## config.mk

```make
export PLATFORM = sky130hd
export DESIGN_NAME = seg_scan_driver_flat
export DESIGN_NICKNAME = d
export VERILOG_FILES = /design/src/rtl/seg_pkg.sv /design/src/rtl/seg_scan_driver_if.sv /design/src/rtl/seg_slot_timer.sv /design/src/rtl/seg_scan_driver.sv /design/src/flat_wrapper.sv
export SDC_FILE = /design/constraint.sdc
export NUM_CORES = 1
export LEC_CHECK = 0
export BUFFER_PORTS_ARGS = -buffer_cell sky130_fd_sc_hd__buf_2
export CORE_MARGIN = 2
export CORE_UTILIZATION = 57
export DETAILED_ROUTE_END_ITERATION = 8
export PLACE_DENSITY = 0.79
export REMOVE_ABC_BUFFERS = 1
export SETUP_SLACK_MARGIN = 0.3
export SLEW_MARGIN = 10
export SYNTH_ARGS = -nofsm -noshare
export SYNTH_HDL_FRONTEND = slang
export SYNTH_SLANG_ARGS = --single-unit
export TNS_END_PERCENT = 20
```

## constraint.sdc

```tcl
create_clock -name clk -period 2.25 [get_ports clk]
set_input_delay 0.45 -clock clk [delete_from_list [all_inputs] [get_ports clk]]
set_output_delay 0.45 -clock clk [all_outputs]
set_load 0.02 [all_outputs]
```

## src/rtl/seg_pkg.sv

```systemverilog
// rtl/seg_pkg.sv - shared types and constants for the seven-segment scan driver
package seg_pkg;

    localparam int NUM_DIGITS = 4;
    localparam int IDX_W      = 2;

    typedef logic [6:0] seg_pattern_t;

    localparam seg_pattern_t SEG_OFF  = 7'h7F;
    localparam seg_pattern_t SEG_ZERO = 7'b1000000;

    typedef enum logic {GUARD, ON} slot_state_t;

    typedef enum logic {VISIBLE, HIDDEN} blink_phase_t;

endpackage

```

## src/rtl/seg_scan_driver_if.sv

```systemverilog
// rtl/seg_scan_driver_if.sv - pattern input and display drive bundle of the scan driver
interface seg_scan_driver_if;
    import seg_pkg::*;

    seg_pattern_t digit_segs [NUM_DIGITS-1:0];
    logic         load;
    logic         overflow;
    logic [3:0]   an;
    seg_pattern_t seg;
    logic         frame_done;

    modport master (
        output digit_segs, load, overflow,
        input  an, seg, frame_done
    );

    modport slave (
        input  digit_segs, load, overflow,
        output an, seg, frame_done
    );

endinterface

```

## src/rtl/seg_slot_timer.sv

```systemverilog
// rtl/seg_slot_timer.sv - per-digit slot timing (guard/on) and digit index sequencing
module seg_slot_timer
    import seg_pkg::*;
#(
    parameter int DIGIT_TICKS = 100000,
    parameter int GUARD_TICKS = 1000
) (
    input  logic             clk,
    input  logic             rst_n,
    output logic             guard_active,
    output logic [IDX_W-1:0] digit_idx,
    output logic             frame_end
);

    localparam int CW = (DIGIT_TICKS > 2) ? $clog2(DIGIT_TICKS) : 1;
    localparam logic [CW-1:0] SLOT_LAST  = CW'(DIGIT_TICKS - 1);
    localparam logic [CW-1:0] GUARD_LAST = (GUARD_TICKS == 0) ? '0 : CW'(GUARD_TICKS - 1);
    // With no guard interval every slot opens directly in ON.
    localparam slot_state_t SLOT_START = (GUARD_TICKS == 0) ? ON : GUARD;

    slot_state_t      state_q, state_d;
    logic [CW-1:0]    cnt_q, cnt_d;
    logic [IDX_W-1:0] idx_q, idx_d;

    // Slot state, cycle-in-slot counter and digit index registers.
    always_ff @(posedge clk) begin
        if (!rst_n) begin
            state_q <= SLOT_START;
            cnt_q   <= '0;
            idx_q   <= '0;
        end else begin
            state_q <= state_d;
            cnt_q   <= cnt_d;
            idx_q   <= idx_d;
        end
    end

    // Next slot position: wrap the counter and move to the next digit at slot end.
    always_comb begin
        state_d = state_q;
        cnt_d   = cnt_q;
        idx_d   = idx_q;
        if (cnt_q == SLOT_LAST) begin
            cnt_d   = '0;
            idx_d   = idx_q + IDX_W'(1);
            state_d = SLOT_START;
        end else begin
            cnt_d = cnt_q + CW'(1);
            if (state_q == GUARD && cnt_q == GUARD_LAST) begin
                state_d = ON;
            end
        end
    end

    assign guard_active = (state_q == GUARD);
    assign digit_idx    = idx_q;
    assign frame_end    = (idx_q == IDX_W'(NUM_DIGITS - 1)) && (cnt_q == SLOT_LAST);

endmodule

```

## src/rtl/seg_scan_driver.sv

```systemverilog
// rtl/seg_scan_driver.sv - 4-digit multiplexed display scan with frame-synchronous load and overflow blink; SEG_LZB_EN adds leading-zero blanking
module seg_scan_driver
    import seg_pkg::*;
#(
    parameter int DIGIT_TICKS  = 100000,
    parameter int GUARD_TICKS  = 1000,
    parameter int BLINK_FRAMES = 125
) (
    input  logic            clk,
    input  logic            rst_n,
    seg_scan_driver_if.slave bus
);

    localparam int BW = (BLINK_FRAMES > 1) ? $clog2(BLINK_FRAMES) : 1;
    localparam logic [BW-1:0] BLINK_LAST = BW'(BLINK_FRAMES - 1);

    // The timer runs one cycle ahead of the pins; the output registers
    // below turn its current position into what is shown next cycle.
    logic             guard_active;
    logic [IDX_W-1:0] digit_idx;
    logic             frame_end;

    seg_pattern_t     shadow_q [NUM_DIGITS-1:0];
    seg_pattern_t     shadow_d [NUM_DIGITS-1:0];
    logic             ovf_q, ovf_d;
    logic             load_pending_q, load_pending_d;
    blink_phase_t     phase_q, phase_d;
    logic [BW-1:0]    blink_cnt_q, blink_cnt_d;
    logic [NUM_DIGITS-1:0] blank_vis;
    logic             capture;

    logic [3:0]       an_q, an_d;
    seg_pattern_t     seg_q, seg_d;
    logic             frame_done_q;

    seg_slot_timer #(
        .DIGIT_TICKS (DIGIT_TICKS),
        .GUARD_TICKS (GUARD_TICKS)
    ) u_timer (
        .clk          (clk),
        .rst_n        (rst_n),
        .guard_active (guard_active),
        .digit_idx    (digit_idx),
        .frame_end    (frame_end)
    );

    // Frame boundary: capture, pending-load bookkeeping and blink phase stepping.
    always_comb begin
        capture        = frame_done_q && (load_pending_q || bus.load);
        shadow_d       = shadow_q;
        ovf_d          = ovf_q;
        load_pending_d = load_pending_q;
        phase_d        = phase_q;
        blink_cnt_d    = blink_cnt_q;
        if (frame_done_q) begin
            load_pending_d = 1'b0;
        end else if (bus.load) begin
            load_pending_d = 1'b1;
        end
        if (capture) begin
            shadow_d = bus.digit_segs;
            ovf_d    = bus.overflow;
        end
        if (frame_done_q) begin
            if (capture && !bus.overflow) begin
                phase_d     = VISIBLE;
                blink_cnt_d = '0;
            end else if (ovf_q) begin
                if (blink_cnt_q == BLINK_LAST) begin
                    blink_cnt_d = '0;
                    phase_d     = (phase_q == VISIBLE) ? HIDDEN : VISIBLE;
                end else begin
                    blink_cnt_d = blink_cnt_q + BW'(1);
                end
            end
        end
    end

`ifdef SEG_LZB_EN
    logic [NUM_DIGITS-1:0] blank_q, blank_d;
    logic                  zero3, zero2, zero1;

    assign zero3 = (bus.digit_segs[3] == SEG_ZERO);
    assign zero2 = (bus.digit_segs[2] == SEG_ZERO);
    assign zero1 = (bus.digit_segs[1] == SEG_ZERO);

    // Leading-zero mask is fixed at capture so it always matches the shadow.
    always_comb begin
        blank_d = blank_q;
        if (capture) begin
            blank_d = {zero3, zero3 & zero2, zero3 & zero2 & zero1, 1'b0};
        end
    end

    // Stored leading-zero mask.
    always_ff @(posedge clk) begin
        if (!rst_n) begin
            blank_q <= '0;
        end else begin
            blank_q <= blank_d;
        end
    end

    assign blank_vis = blank_d;
`else
    assign blank_vis = '0;
`endif

    // Shadow patterns, load/overflow state and blink counter.
    always_ff @(posedge clk) begin
        if (!rst_n) begin
            for (int i = 0; i < NUM_DIGITS; i++) begin
                shadow_q[i] <= SEG_OFF;
            end
            ovf_q          <= 1'b0;
            load_pending_q <= 1'b0;
            phase_q        <= VISIBLE;
            blink_cnt_q    <= '0;
        end else begin
            shadow_q       <= shadow_d;
            ovf_q          <= ovf_d;
            load_pending_q <= load_pending_d;
            phase_q        <= phase_d;
            blink_cnt_q    <= blink_cnt_d;
        end
    end

    // Next pin values use post-capture state so a new frame starts with the new data.
    always_comb begin
        an_d  = 4'b1111;
        seg_d = SEG_OFF;
        if (!guard_active && phase_d == VISIBLE && !blank_vis[digit_idx]) begin
            an_d  = ~(4'b0001 << digit_idx);
            seg_d = shadow_d[digit_idx];
        end
    end

    // Registered display outputs.
    always_ff @(posedge clk) begin
        if (!rst_n) begin
            an_q         <= 4'b1111;
            seg_q        <= SEG_OFF;
            frame_done_q <= 1'b0;
        end else begin
            an_q         <= an_d;
            seg_q        <= seg_d;
            frame_done_q <= frame_end;
        end
    end

    assign bus.an         = an_q;
    assign bus.seg        = seg_q;
    assign bus.frame_done = frame_done_q;

endmodule

```

## src/flat_wrapper.sv

```systemverilog
// flat-port wrapper written by rule: the top's interface ports become plain ports
module seg_scan_driver_flat import seg_pkg::*;
#(
    parameter int DIGIT_TICKS  = 100000,
    parameter int GUARD_TICKS  = 1000,
    parameter int BLINK_FRAMES = 125
)
  (clk, rst_n, bus_digit_segs, bus_load, bus_overflow, bus_an, bus_seg, bus_frame_done);
  seg_scan_driver_if bus_i ();
  input  logic clk;
  input  logic rst_n;
  input wire logic [$bits(bus_i.digit_segs)-1:0] bus_digit_segs;
  input wire logic [$bits(bus_i.load)-1:0] bus_load;
  input wire logic [$bits(bus_i.overflow)-1:0] bus_overflow;
  output wire logic [$bits(bus_i.an)-1:0] bus_an;
  output wire logic [$bits(bus_i.seg)-1:0] bus_seg;
  output wire logic [$bits(bus_i.frame_done)-1:0] bus_frame_done;
  assign bus_i.digit_segs = {>>{bus_digit_segs}};
  assign bus_i.load = bus_load;
  assign bus_i.overflow = bus_overflow;
  assign bus_an = bus_i.an;
  assign bus_seg = bus_i.seg;
  assign bus_frame_done = bus_i.frame_done;
  seg_scan_driver #(.DIGIT_TICKS(DIGIT_TICKS), .GUARD_TICKS(GUARD_TICKS), .BLINK_FRAMES(BLINK_FRAMES)) u_core (.clk(clk), .rst_n(rst_n), .bus(bus_i));
endmodule
```

After elaboration in Yosys (flattened, before gate mapping)
Index checks and enable logic that the tools add are counted.
{ "word_totals": {"register_bits": 70, "out_inout_bits": 12} }
{ "classes": {"n_addsub": 3, "n_lt_le_gt_ge": 1, "n_eq_ne": 4, "shifts": 1, "muxes": 13, "bitwise_logic": 4, "reduce_logical": 14} }
{ "ops": {"columns": ["operator", "n"], "rows": [
  ["2-to-1 mux 28 bit", 1],
  ["2-to-1 mux 7 bit", 4],
  ["adder 17 x 1 -> 17 bit (second input constant)", 1],
  ["equality test 17 x 10 -> 1 bit (second input constant)", 1],
  ["equality test 17 bit (second input constant)", 1],
  ["binary-select mux 7 bit (select 2 bit)", 1],
  ["adder 7 x 1 -> 7 bit (second input constant)", 1],
  ["equality test 7 bit (second input constant)", 1],
  ["logical AND 1 bit", 6],
  ["2-to-1 mux 1 bit", 6],
  ["NOT 4 bit", 1],
  ["AND reduction 2 bit", 2],
  ["OR reduction 2 bit", 2],
  ["left shift 1 x 2 -> 4 bit (first input constant)", 1],
  ["less-than comparator 2 x 3 -> 1 bit (second input constant)", 1],
  ["NOT 1 bit", 3],
  ["adder 2 x 1 -> 2 bit (second input constant)", 1],
  ["binary-select mux 1 bit (select 2 bit)", 1],
  ["equality test 2 bit (second input constant)", 1],
  ["zero test 1 bit", 2],
  ["nonzero test 2 bit", 1],
  ["logical OR 1 bit", 1]
]} }

Longest topological paths before layout
Gate-level depths: netlist (run 1).
{ "logic_depth": {"ltp_word": 9, "ltp_mapped": 7} }

Modules after synthesis
From an unflattened synthesis (run 1), not the netlist that was laid out.
{ "unflattened": {"hier_cells": 310, "hier_area_um2": 2987.9} }
{ "modules_own_cells": {"columns": ["module", "n_inst", "cells_per_inst", "area_each_um2", "seq_area_each_um2"], "rows": [
  ["seg_scan_driver", 1, 202, 2021.9, 1001.0],
  ["seg_slot_timer", 1, 108, 965.9, 400.4]
]} }

Worst setup path before layout (run 1)
No wires, ideal clock.
{ "synth_path": {"path_type": "input -> register", "startpoint": "input bus_load", "endpoint": "register u_core.shadow_q[14] (netlist bit)", "setup_ns": 0.129, "arrival_ns": 1.689, "t_required_ns": 2.121, "path_slack_ns": 0.432, "cell_stages": 6, "path_buffers": 3, "cell_sequence": "o21ai_0 -> buf_2 -> buf_2 -> buf_2 -> mux2i_1 -> nand2_1"} }
{ "synth_via": {"elab_chain_len": 3} }
{ "synth_lines": {"columns": ["item", "line", "rtl"], "rows": [
  ["start: declaration", "flat_wrapper.sv:13", "input wire logic [$bits(bus_i.load)-1:0] bus_load;"],
  ["logical OR 1 bit", "seg_scan_driver.sv:49", "capture = frame_done_q && (load_pending_q || bus.load);"],
  ["logical AND 1 bit", "seg_scan_driver.sv:49", null],
  ["2-to-1 mux 28 bit", "seg_scan_driver.sv:60", "if (capture) begin"],
  ["end signal: assignment", "seg_scan_driver.sv:120", "shadow_q <= shadow_d;"],
  ["end: declaration", "seg_scan_driver.sv:23", "seg_pattern_t shadow_q [NUM_DIGITS-1:0];"]
]} }
Every way passes these cells.
A chain may end at the register's enable or synchronous reset.

Final worst setup path (run 1)
{ "layout_path": {"startpoint": "register u_core.u_timer.cnt_q[0]", "endpoint": "register u_core.u_timer.cnt_q[16]"} }
{ "layout_via": {"elab_chain_len": 2} }
{ "layout_lines": {"columns": ["item", "line", "rtl"], "rows": [
  ["start: declaration", "seg_slot_timer.sv:22", "logic [CW-1:0] cnt_q, cnt_d;"],
  ["start signal: assignment", "seg_slot_timer.sv:33", "cnt_q <= cnt_d;"],
  ["parallel branches: the longest is 2 deep, another holds adder 17 x 1 -> 17 bit", null, null]
]} }
Parallel ways; which one is timed is not known.

==> run_results.csv, run 1 <==
group,metric,value,unit
routing,drt-met1-wl,2570,um
sta,fin_crit_sh,0.838,
sta,fmax,530,MHz
sta,max_slew_margin,0.693,
routing,routed.top_layer,"met4",
place,dp.cells,419,
die,core-area,5410,um^2
synth,synth.distinct_cells,45,
job,drv_cap,0,
die,die-area,6140,um^2
synth,ys_top_cells_by_count,"dfxtp_1 (70), nand2_1 (56), mux2i_1 (30), nor2_1 (28), mux4_2 (14)",
die,die_w,78.3,um
finish,fin_util,0.678,
pwr,finalPower,2.33,mW
synth,syn_area,3150,um^2
outcome,status,"finished, final reports clean",
routing,wl_met3,189,um
die,rows,27,
routing,wl_met2,2910,um
global_route,grt_pass1_wl,10100,um
routing,drtPass1Iterations,4,
global_route,antenna_found_initial,0,
clock_tree,ctsRootBufferMaster,"clkbuf_8",
finish,fin_nets,398,
global_route,grt_use_total,0.209,
global_route,grt_pass1_vias,2328,
worst_setup_path,ff2ff_setup_slack,0.36,ns
routing,drt_iter0_drc,71,
synth,synth_top_area_frac,0.445,
finish,fin_cells,436,
place,port_buffers,43,
routing,wire_per_inst,13.3,um
die,die_h,78.3,um
finish,layout-drive-gt1-share,0.253,
worst_setup_path,cp-start-kind,"register",
sta,final.min_clock_period,1.89,ns
clock_tree,numCtsBuffers,9,
place,dpl.hpwl,4180,um
clock_tree,clk_latency,0.34,ns
routing,vias,2405,
synth,yosysMostFrequentCell,"dfxtp_1",
sta,drv_slew,0,
synth,syn_avg_cell_area,10.1,um^2
synth,seq_area_frac_synth,0.445,
routing,wl,5810,um
worst_setup_path,crit_type,"reg -> reg",
pwr,p_leak,1.54,nW
clock_tree,cts_max_path_buffers,2,
global_route,grt_max_degree,40,
sta,final-hold-violation-count,0,
clock_tree,cts_sinks,70,
finish,n_antenna_cell,0,
sta,rsz0062_at_grt,"true",
die,io-pin-count,44,
worst_setup_path,critPathMaxFanout,6,
sta,worst_pin_slew,0.460,ns
finish,fillers,427,
routing,drc,0,
pwr,peakVddDrop,0.000324,V
synth,netlist_instances,312,
sta,skew,0.00947,ns
place,place.gp.congestion,0.827,
routing,ant_nets,0,
clock_tree,cts.clk_slew.worst_paths,0.07,ns
synth,synth_edf_count,0,
pwr,powerDensity,635,nW/um^2
synth,yosysTopAreaCell,"dfxtp_1",
clock_tree,cts.htree.levels,3,
worst_setup_path,worstSetupEndpointType,"register",
synth,synth_warnings,0,
synth,ys_async_sr_fraction,0,
die,initial_core_util,0.583,
clock_tree,cts_tree,"yes",
worst_setup_path,arrival,2.16,ns
global_route,overflow,0,
sta,setup_viol,0,
finish,syn_to_final_growth,16.4,%
synth,synthFlopType,"dfxtp_1",
hold_path,min_path_type,"in -> reg",
synth,yosys_register_bits,70,
worst_setup_path,cp.required,2.52,ns
synth,ys_top_cells_by_area,"dfxtp_1 (44%), mux4_2 (10%), mux2i_1 (9.5%), nand2_1 (6.7%), nor2_1 (3.3%)",
routing,viasPerCell,5.52,
sta,setup_tns,0,ns
-- per-layer routing --
layer | vias to the layer above | track usage
met5 | - | 0
met4 | 0 | 0.130
met3 | 12 | 0.0402
met2 | 40 | 0.353
met1 | 1155 | 0.244
li1 | 1198 | -
-- final timing paths --
check	start	to	cells after the start
setup / recovery	u_core.u_timer.cnt_q[0]	u_core.u_timer.cnt_q[16]	5
hold / removal	bus_digit_segs[20]	u_core.shadow_q[20]	3
setup reg to reg	u_core.u_timer.cnt_q[0]	u_core.u_timer.cnt_q[16]	5
hold reg to reg	u_core.shadow_q[9]	u_core.shadow_q[9]	2
-- critical path: stages, from the launching register on --
cell and delay (ns):
dfxtp_1 0.37, ha_2 0.25, nand4_4 0.13, or3_4 0.45
or4_1 0.47, a21oi_1 0.14
-- report_power, final --
part           switching (mW)  total [mW]  leakage (nW)  internal [mW]
clock network           0.457       0.999        0.0955          0.542
logic                  0.0400      0.0798         0.879         0.0398
registers             0.00693        1.25         0.566           1.24
-- area by class of cell --
| class | instances | area, um^2 | share of cell area |
|---|---|---|---|
| multi-input combinational | 220 | 1660 | 0.453 |
| sequential | 70 | 1400 | 0.382 |
| timing repair buffer | 51 | 288 | 0.0785 |
| clock buffer | 11 | 141 | 0.0386 |
| tap | 72 | 90.1 | 0.0246 |
| clock inverter | 5 | 58.8 | 0.0160 |
| inverter | 7 | 26.3 | 0.00716 |
-- kinds of logic (layout without fill, tap and decap cells) --
logic type / after synthesis / in the layout / share of synthesized area
simple gates: 129 / 129 / 0.203
flops: 70 / 70 / 0.445
mux: 44 / 44 / 0.195
compound gates: 23 / 23 / 0.0493
buf+inv: 22 / 74 / 0.0318
xor+xnor: 17 / 17 / 0.0473
fa+ha+maj: 7 / 7 / 0.0278
-- cells in the final DEF, fill, tap and decap left out, types with 2 or more instances in the layout --
master,netlist,final
nor2_1,28,28
clkbuf_8,0,10
nand2_1,56,56
o211ai_1,2,2
buf_2,5,43
ha_1,7,6
xnor2_1,9,9
xor2_1,8,8
nor4_1,4,4
a31oi_1,2,2
and3_1,2,2
or3_1,3,3
inv_1,5,5
clkinv_1,2,2
dfxtp_1,70,70
nor3_1,3,3
clkinvlp_4,0,2
o21ai_0,6,5
mux4_2,14,14
mux2i_1,30,30
nand2b_1,2,2
nand3_1,10,10
nand4_1,7,7
and2_1,2,2
buf_4,1,7
or4_1,2,2
a21oi_1,5,5
-- timing repair --
action	in CTS	in global routing
pin swaps	0	1
hold buffers	0	0
resized for setup	1	0
buffers inserted	0	1
endpoints found under the setup margin	1	16
-- state kept, by name (all words and copies together), names as in the netlist --
register and count:
u_core.shadow_q 28, u_core.bus.seg 7, u_core.ovf_q 1, u_core.phase_q 1
u_core.blink_cnt_q 7, u_core.u_timer.state_q 1, u_core.u_timer.cnt_q 17, u_core.load_pending_q 1
u_core.bus.frame_done 1, u_core.bus.an 4, u_core.u_timer.digit_idx 2
-- metrics by stage --
| step | hold WS (ns) | area [um^2] | setup WS [ns] |
|---|---|---|---|
| after floorplan | 0.429 | 3080 | -4.42 |
| after global placement | 0.442 | 3460 | 0.331 |
| after detailed placement | 0.458 | 3460 | 0.297 |
| after CTS | 0.318 | 3660 | 0.345 |
| after global routing | 0.334 | 3670 | 0.277 |
| final | 0.334 | 3670 | 0.365 |
Power figures use the tool's default switching activity.
==> run 2: changes to the inputs <==
ABC_AREA = 1   (was default)
clock period = 1.92 ns   (was 2.25 ns; I/O delays follow)
==> run_results.csv, run 2 <==
group,metric,value,unit
outcome,status,"finished, final reports clean",
hold_path,min_path_type,"in -> reg",
sta,rsz0062_at_grt,"true",
routing,ant_nets,0,
worst_setup_path,arrival,1.80,ns
synth,seq_area_frac_synth,0.424,
synth,synth.distinct_cells,23,
sta,skew,0.00729,ns
synth,netlist_instances,509,
routing,drc,0,
clock_tree,numCtsBuffers,9,
routing,wire_per_inst,11.0,um
clock_tree,postCtsSetupBuffers,0,
sta,setup_viol,0,
finish,fin_util,0.695,
sta,final-hold-violation-count,0,
place,port_buffers,43,
finish,final_cell_mix,"nand2_1 (179), inv_1 (84), dfxtp_1 (70), nand3_1 (68), buf_2 (43)",
global_route,grt_pass1_wl,11600,um
synth,syn_avg_cell_area,6.50,um^2
pwr,finalPower,2.86,mW
clock_tree,ctsRootBufferMaster,"clkbuf_8",
die,initial_core_util,0.597,
finish,seqCellArea,1400,um^2
pwr,peakVddDrop,0.000418,V
routing,vias,3109,
worst_setup_path,cp-start-kind,"register",
place,dpl.hpwl,4850,um
finish,syn_to_final_growth,16.4,%
job,drv_cap,0,
die,core-area,5540,um^2
synth,ys_async_sr_fraction,0,
sta,fin_hold_ws,0.267,ns
global_route,busiest_layer,"met2",
pwr,combPwrFrac,0.028,
clock_tree,clk_latency,0.34,ns
finish,largest_reg_flops,28,
synth,synth_warnings,0,
synth,syn_area,3310,um^2
finish,reg.largest.list,"u_core.shadow_q (28), u_core.u_timer.cnt_q (17)",
global_route,grtUsageMet3,0.0416,
pwr,pwr-share-clk,0.460,
clock_tree,cts_sinks,70,
synth,yosys_register_bits,70,
clock_tree,cts.htree.levels,3,
global_route,grt_pass1_vias,2655,
pwr,p_leak,2.03,nW
finish,fin_nets,597,
pwr,p_sw,0.603,mW
routing,viasPerCell,4.90,
pwr,sw_frac_of_total,0.211,
sta,worst_pin_slew,0.328,ns
global_route,overflow,0,
synth,synthFlopType,"dfxtp_1",
synth,yosysMostFrequentCell,"nand2_1",
synth,ys_top_cells_by_count,"nand2_1 (180), inv_1 (85), dfxtp_1 (70), nand3_1 (68), nor2_1 (42)",
worst_setup_path,critPathMaxFanout,6,
sta,drv_slew,0,
clock_tree,cts.clk_slew.worst_paths,0.07,ns
pwr,seqPwrFrac,0.511,
die,die-area,6430,um^2
finish,final_common_cell,"nand2_1",
finish,top_register,"u_core.shadow_q",
routing,drt_iter0_drc,138,
synth,yosysTopAreaCell,"dfxtp_1",
synth,synth_edf_count,0,
global_route,use_met2,0.364,
place,place.gp.congestion,0.902,
synth,ys_top_cells_by_area,"dfxtp_1 (42%), nand2_1 (20%), nand3_1 (10%), inv_1 (9.6%), nor2_1 (4.8%)",
clock_tree,cts_max_path_buffers,2,
worst_setup_path,cp.required,2.21,ns
pwr,powerDensity,743,nW/um^2
die,die_h,80.2,um
global_route,use_met1,0.308,
finish,fillers,499,
global_route,grt_max_degree,30,
die,rows,27,
sta,max_slew_margin,0.781,
finish,layout-drive-gt1-share,0.137,
worst_setup_path,crit_type,"reg -> reg",
routing,wl,7000,um
clock_tree,cts_tree,"yes",
clock_tree,cts_resized,0,
sta,fmax,663,MHz
worst_setup_path,worstSetupEndpointType,"register",
global_route,antenna_found_initial,0,
worst_setup_path,ff2ff_setup_slack,0.41,ns
finish,n_antenna_cell,0,
die,io-pin-count,44,
clock_tree,ctsHoldBuffers,0,
die,die_w,80.2,um
finish,multi_input_area,1500,um^2
routing,drtPass1Iterations,4,
pwr,internal-power,2.26,mW
global_route,grt_use_total,0.232,
sta,final.min_clock_period,1.51,ns
sta,fin_crit_sh,0.786,
synth,synth_top_area_frac,0.424,
## run 2: final cells by class
type                       instances  share of cell area
clock inverter                     6              0.0221
tap                               72              0.0234
timing repair buffer              51              0.0757
clock buffer                      10              0.0357
multi-input combinational        337               0.390
inverter                          88              0.0868
timing repair inverter             1             0.00195
sequential                        70               0.364
## run 2: power groups by stage
stage	combinational (mW)	sequential [mW]	clock, mW
after floorplan	0.0293	1.49	0
after global placement	0.0798	1.49	0
after detailed placement	0.0813	1.50	0
after CTS	0.0817	1.46	1.34
after global routing	0.0923	1.46	1.39
final	0.0809	1.46	1.32
## run 2: kinds of logic after synthesis
family | share of synthesized area
DFF | 0.424
adders and majority gates | 0.0265
and+or+nand+nor | 0.382
xor gates and xnor gates | 0.0106
buffers and inverters | 0.123
AOI/OAI and AO/OA | 0.0348
## run 2: final timing paths
kind | from | endpoint | depth (start not counted)
worst max-delay path | u_core.blink_cnt_q[0] | u_core.bus.seg[6] | 10
worst min-delay path | bus_digit_segs[15] | u_core.shadow_q[15] | 3
worst max register to register | u_core.blink_cnt_q[0] | u_core.bus.seg[6] | 10
worst min register to register | u_core.u_timer.cnt_q[0] | u_core.u_timer.cnt_q[0] | 1
## run 2: layer usage
| metal | up-vias | share of wire |
|---|---|---|
| li1 | 1640 | - |
| met1 | 1382 | 0.48 |
| met2 | 76 | 0.44 |
| met3 | 11 | 0.060 |
| met4 | 0 | 0.021 |
| met5 | - | 0 |
## run 2: stage by stage
| stage | cell area [um^2] | worst slack [ns] | TNS (ns) | std cells |
|---|---|---|---|---|
| after floorplan | 3230 | -0.0764 | -0.568 | 495 |
| after global placement | 3610 | 0.344 | 0 | 618 |
| after detailed placement | 3610 | 0.334 | 0 | 618 |
| after CTS | 3830 | 0.348 | 0 | 634 |
| after global routing | 3850 | 0.285 | 0 | 635 |
| final | 3850 | 0.411 | 0 | 635 |
## run 2: worst max-delay path, cell delays in order, from the launching register on
cell,delay (ns)
dfxtp_1,0.35
inv_1,0.07
ha_1,0.13
nand2_1,0.07
nor2_2,0.15
nand2_1,0.09
nand2_1,0.07
nand3_1,0.12
nand2_2,0.15
clkinvlp_4,0.16
nand2_1,0.09
==> run 3: changes to the inputs <==
ABC_AREA = 0   (was 1)
clock period = 1.5 ns   (was 1.92 ns; I/O delays follow)
==> run_results.csv, run 3 (synthesized netlist as in run 1, its figures left out) <==
group,metric,value,unit
outcome,status,"complete, but fails checks",
outcome,violations,"setup timing",
global_route,antenna_found_initial,0,
routing,wl,7430,um
routing,drtPass1Iterations,4,
sta,drv_slew,0,
place,dpl.hpwl,5160,um
die,initial_core_util,0.583,
worst_setup_path,cp_slowest_cell,"or4_4",
routing,drt_iter0_drc,144,
clock_tree,ctsRootBufferMaster,"clkbuf_8",
die,die-area,6140,um^2
die,die_w,78.3,um
sta,fmax,589,MHz
sta,fin_hold_ws,0.174,ns
worst_setup_path,arrival,1.93,ns
pwr,p_leak,1.82,nW
sta,worst_pin_slew,0.379,ns
clock_tree,cts_sinks,70,
clock_tree,cts.htree.levels,3,
job,drv_cap,0,
finish,final_cell_area,4150,um^2
die,rows,27,
clock_tree,numCtsBuffers,9,
worst_setup_path,cp_cell_sequence,"or4_4 -> nor4_4 -> buf_4 -> mux2i_2 -> nor2_1",
hold_path,min_path_type,"in -> reg",
finish,reg.largest.list,"u_core.shadow_q (28), u_core.u_timer.cnt_q (17)",
sta,rsz0062_at_grt,"true",
pwr,powerDensity,856,nW/um^2
global_route,grt_pass1_wl,12200,um
clock_tree,ctsHoldBuffers,0,
clock_tree,postCtsSetupBuffers,0,
finish,final_common_cell,"dfxtp_1",
sta,final-hold-violation-count,0,
sta,final.min_clock_period,1.70,ns
global_route,grt_pass1_vias,2748,
place,port_buffers,43,
global_route,grt_use_total,0.256,
sta,setup_tns,-3.29,ns
finish,largest_reg_flops,28,
worst_setup_path,cp.required,1.74,ns
global_route,grt_max_degree,32,
place,place.gp.congestion,0.904,
clock_tree,cts_max_path_buffers,2,
worst_setup_path,critPathMaxFanout,2,
finish,final_cell_mix,"dfxtp_1 (60), buf_4 (55), nand2_1 (54), buf_2 (42), mux2i_1 (29)",
finish,fin_util,0.767,
die,io-pin-count,44,
die,die_h,78.3,um
routing,viasPerCell,5.60,
finish,layout-drive-gt1-share,0.402,
sta,fin_crit_sh,1.13,
sta,max_slew_margin,0.745,
sta,skew,0.00643,ns
die,core-area,5410,um^2
clock_tree,cts_tree,"yes",
clock_tree,cts.clk_slew.worst_paths,0.08,ns
sta,setup_viol,27,
clock_tree,clk_latency,0.35,ns
worst_setup_path,worstSetupEndpointType,"register",
sta,fin_ws,-0.198,ns
finish,syn_to_final_growth,31.7,%
worst_setup_path,crit_type,"reg -> reg",
finish,top_register,"u_core.shadow_q",
worst_setup_path,cp-start-kind,"register",
routing,ant_nets,0,
routing,drc,0,
global_route,overflow,0,
worst_setup_path,cp_slowest_stage_delay,0.56,ns
routing,vias,2729,
finish,n_antenna_cell,0,
routing,wire_per_inst,15.3,um
finish,fillers,337,
place,place_area,3850,um^2
pwr,peakVddDrop,0.000621,V
finish,fin_nets,449,
## run 3: cell count changes in the layout (fill, tap and decap cells not counted), sizes merged, moves of 17 or more
cell / change
inv: -79
nand2: -127
mux2i: +30
nor2: -17
nand3: -57
buf: +51
## run 3: per-layer routing
layer / GRT usage / up-vias / share of wire
met5: 0 / - / 0
met1: 0.295 / 1321 / 0.40
met3: 0.0471 / 25 / 0.040
met2: 0.456 / 84 / 0.52
met4: 0.125 / 0 / 0.040
li1: - / 1299 / -
## run 3: final cells by class
type                       count  area [um^2]  share of cell area
timing repair buffer         102          688               0.166
clock buffer                   9          124              0.0299
tap                           72         90.1              0.0217
inverter                       7         26.3             0.00634
sequential                    70         1420               0.342
multi-input combinational    220         1730               0.417
clock inverter                 7         73.8              0.0178
## run 3: report_power, final
group          switching [mW]  internal [mW]  total [mW]
combinational          0.0714         0.0776       0.149
sequential             0.0106           1.87        1.88
clock                   0.754          0.773        1.53
## run 3: worst max-delay path: cells and delay by family (launching register included)
kind | cells | cell delay (ns)
mux | 1 | 0.20
simple gates | 3 | 0.90
flops | 1 | 0.33
buf+inv | 1 | 0.16
## run 3: path summary, 6_finish.rpt
kind | start | endpoint | slack [ns] | cells past startpoint
max | u_core.u_timer.cnt_q[14] | u_core.u_timer.digit_idx[1] | -0.20 | 5
min | bus_digit_segs[6] | u_core.shadow_q[6] | 0.17 | 3
max reg2reg | u_core.u_timer.cnt_q[14] | u_core.u_timer.digit_idx[1] | -0.20 | 5
min reg2reg | u_core.shadow_q[12] | u_core.shadow_q[12] | 0.48 | 2
## run 3: repair_timing
action                                  in CTS  in global routing
resized for setup                           14                 20
pin swaps                                   27                  6
endpoints found under the setup margin      59                 66
## run 3: metrics by stage
step                total power [mW]  setup WS (ns)  instances
floorplan                       1.96          -5.03        297
global placement                2.05         -0.203        471
detailed placement              2.06         -0.242        471
CTS                             3.57         -0.187        487
global route                    3.66         -0.271        487
finish                          3.55         -0.198        487
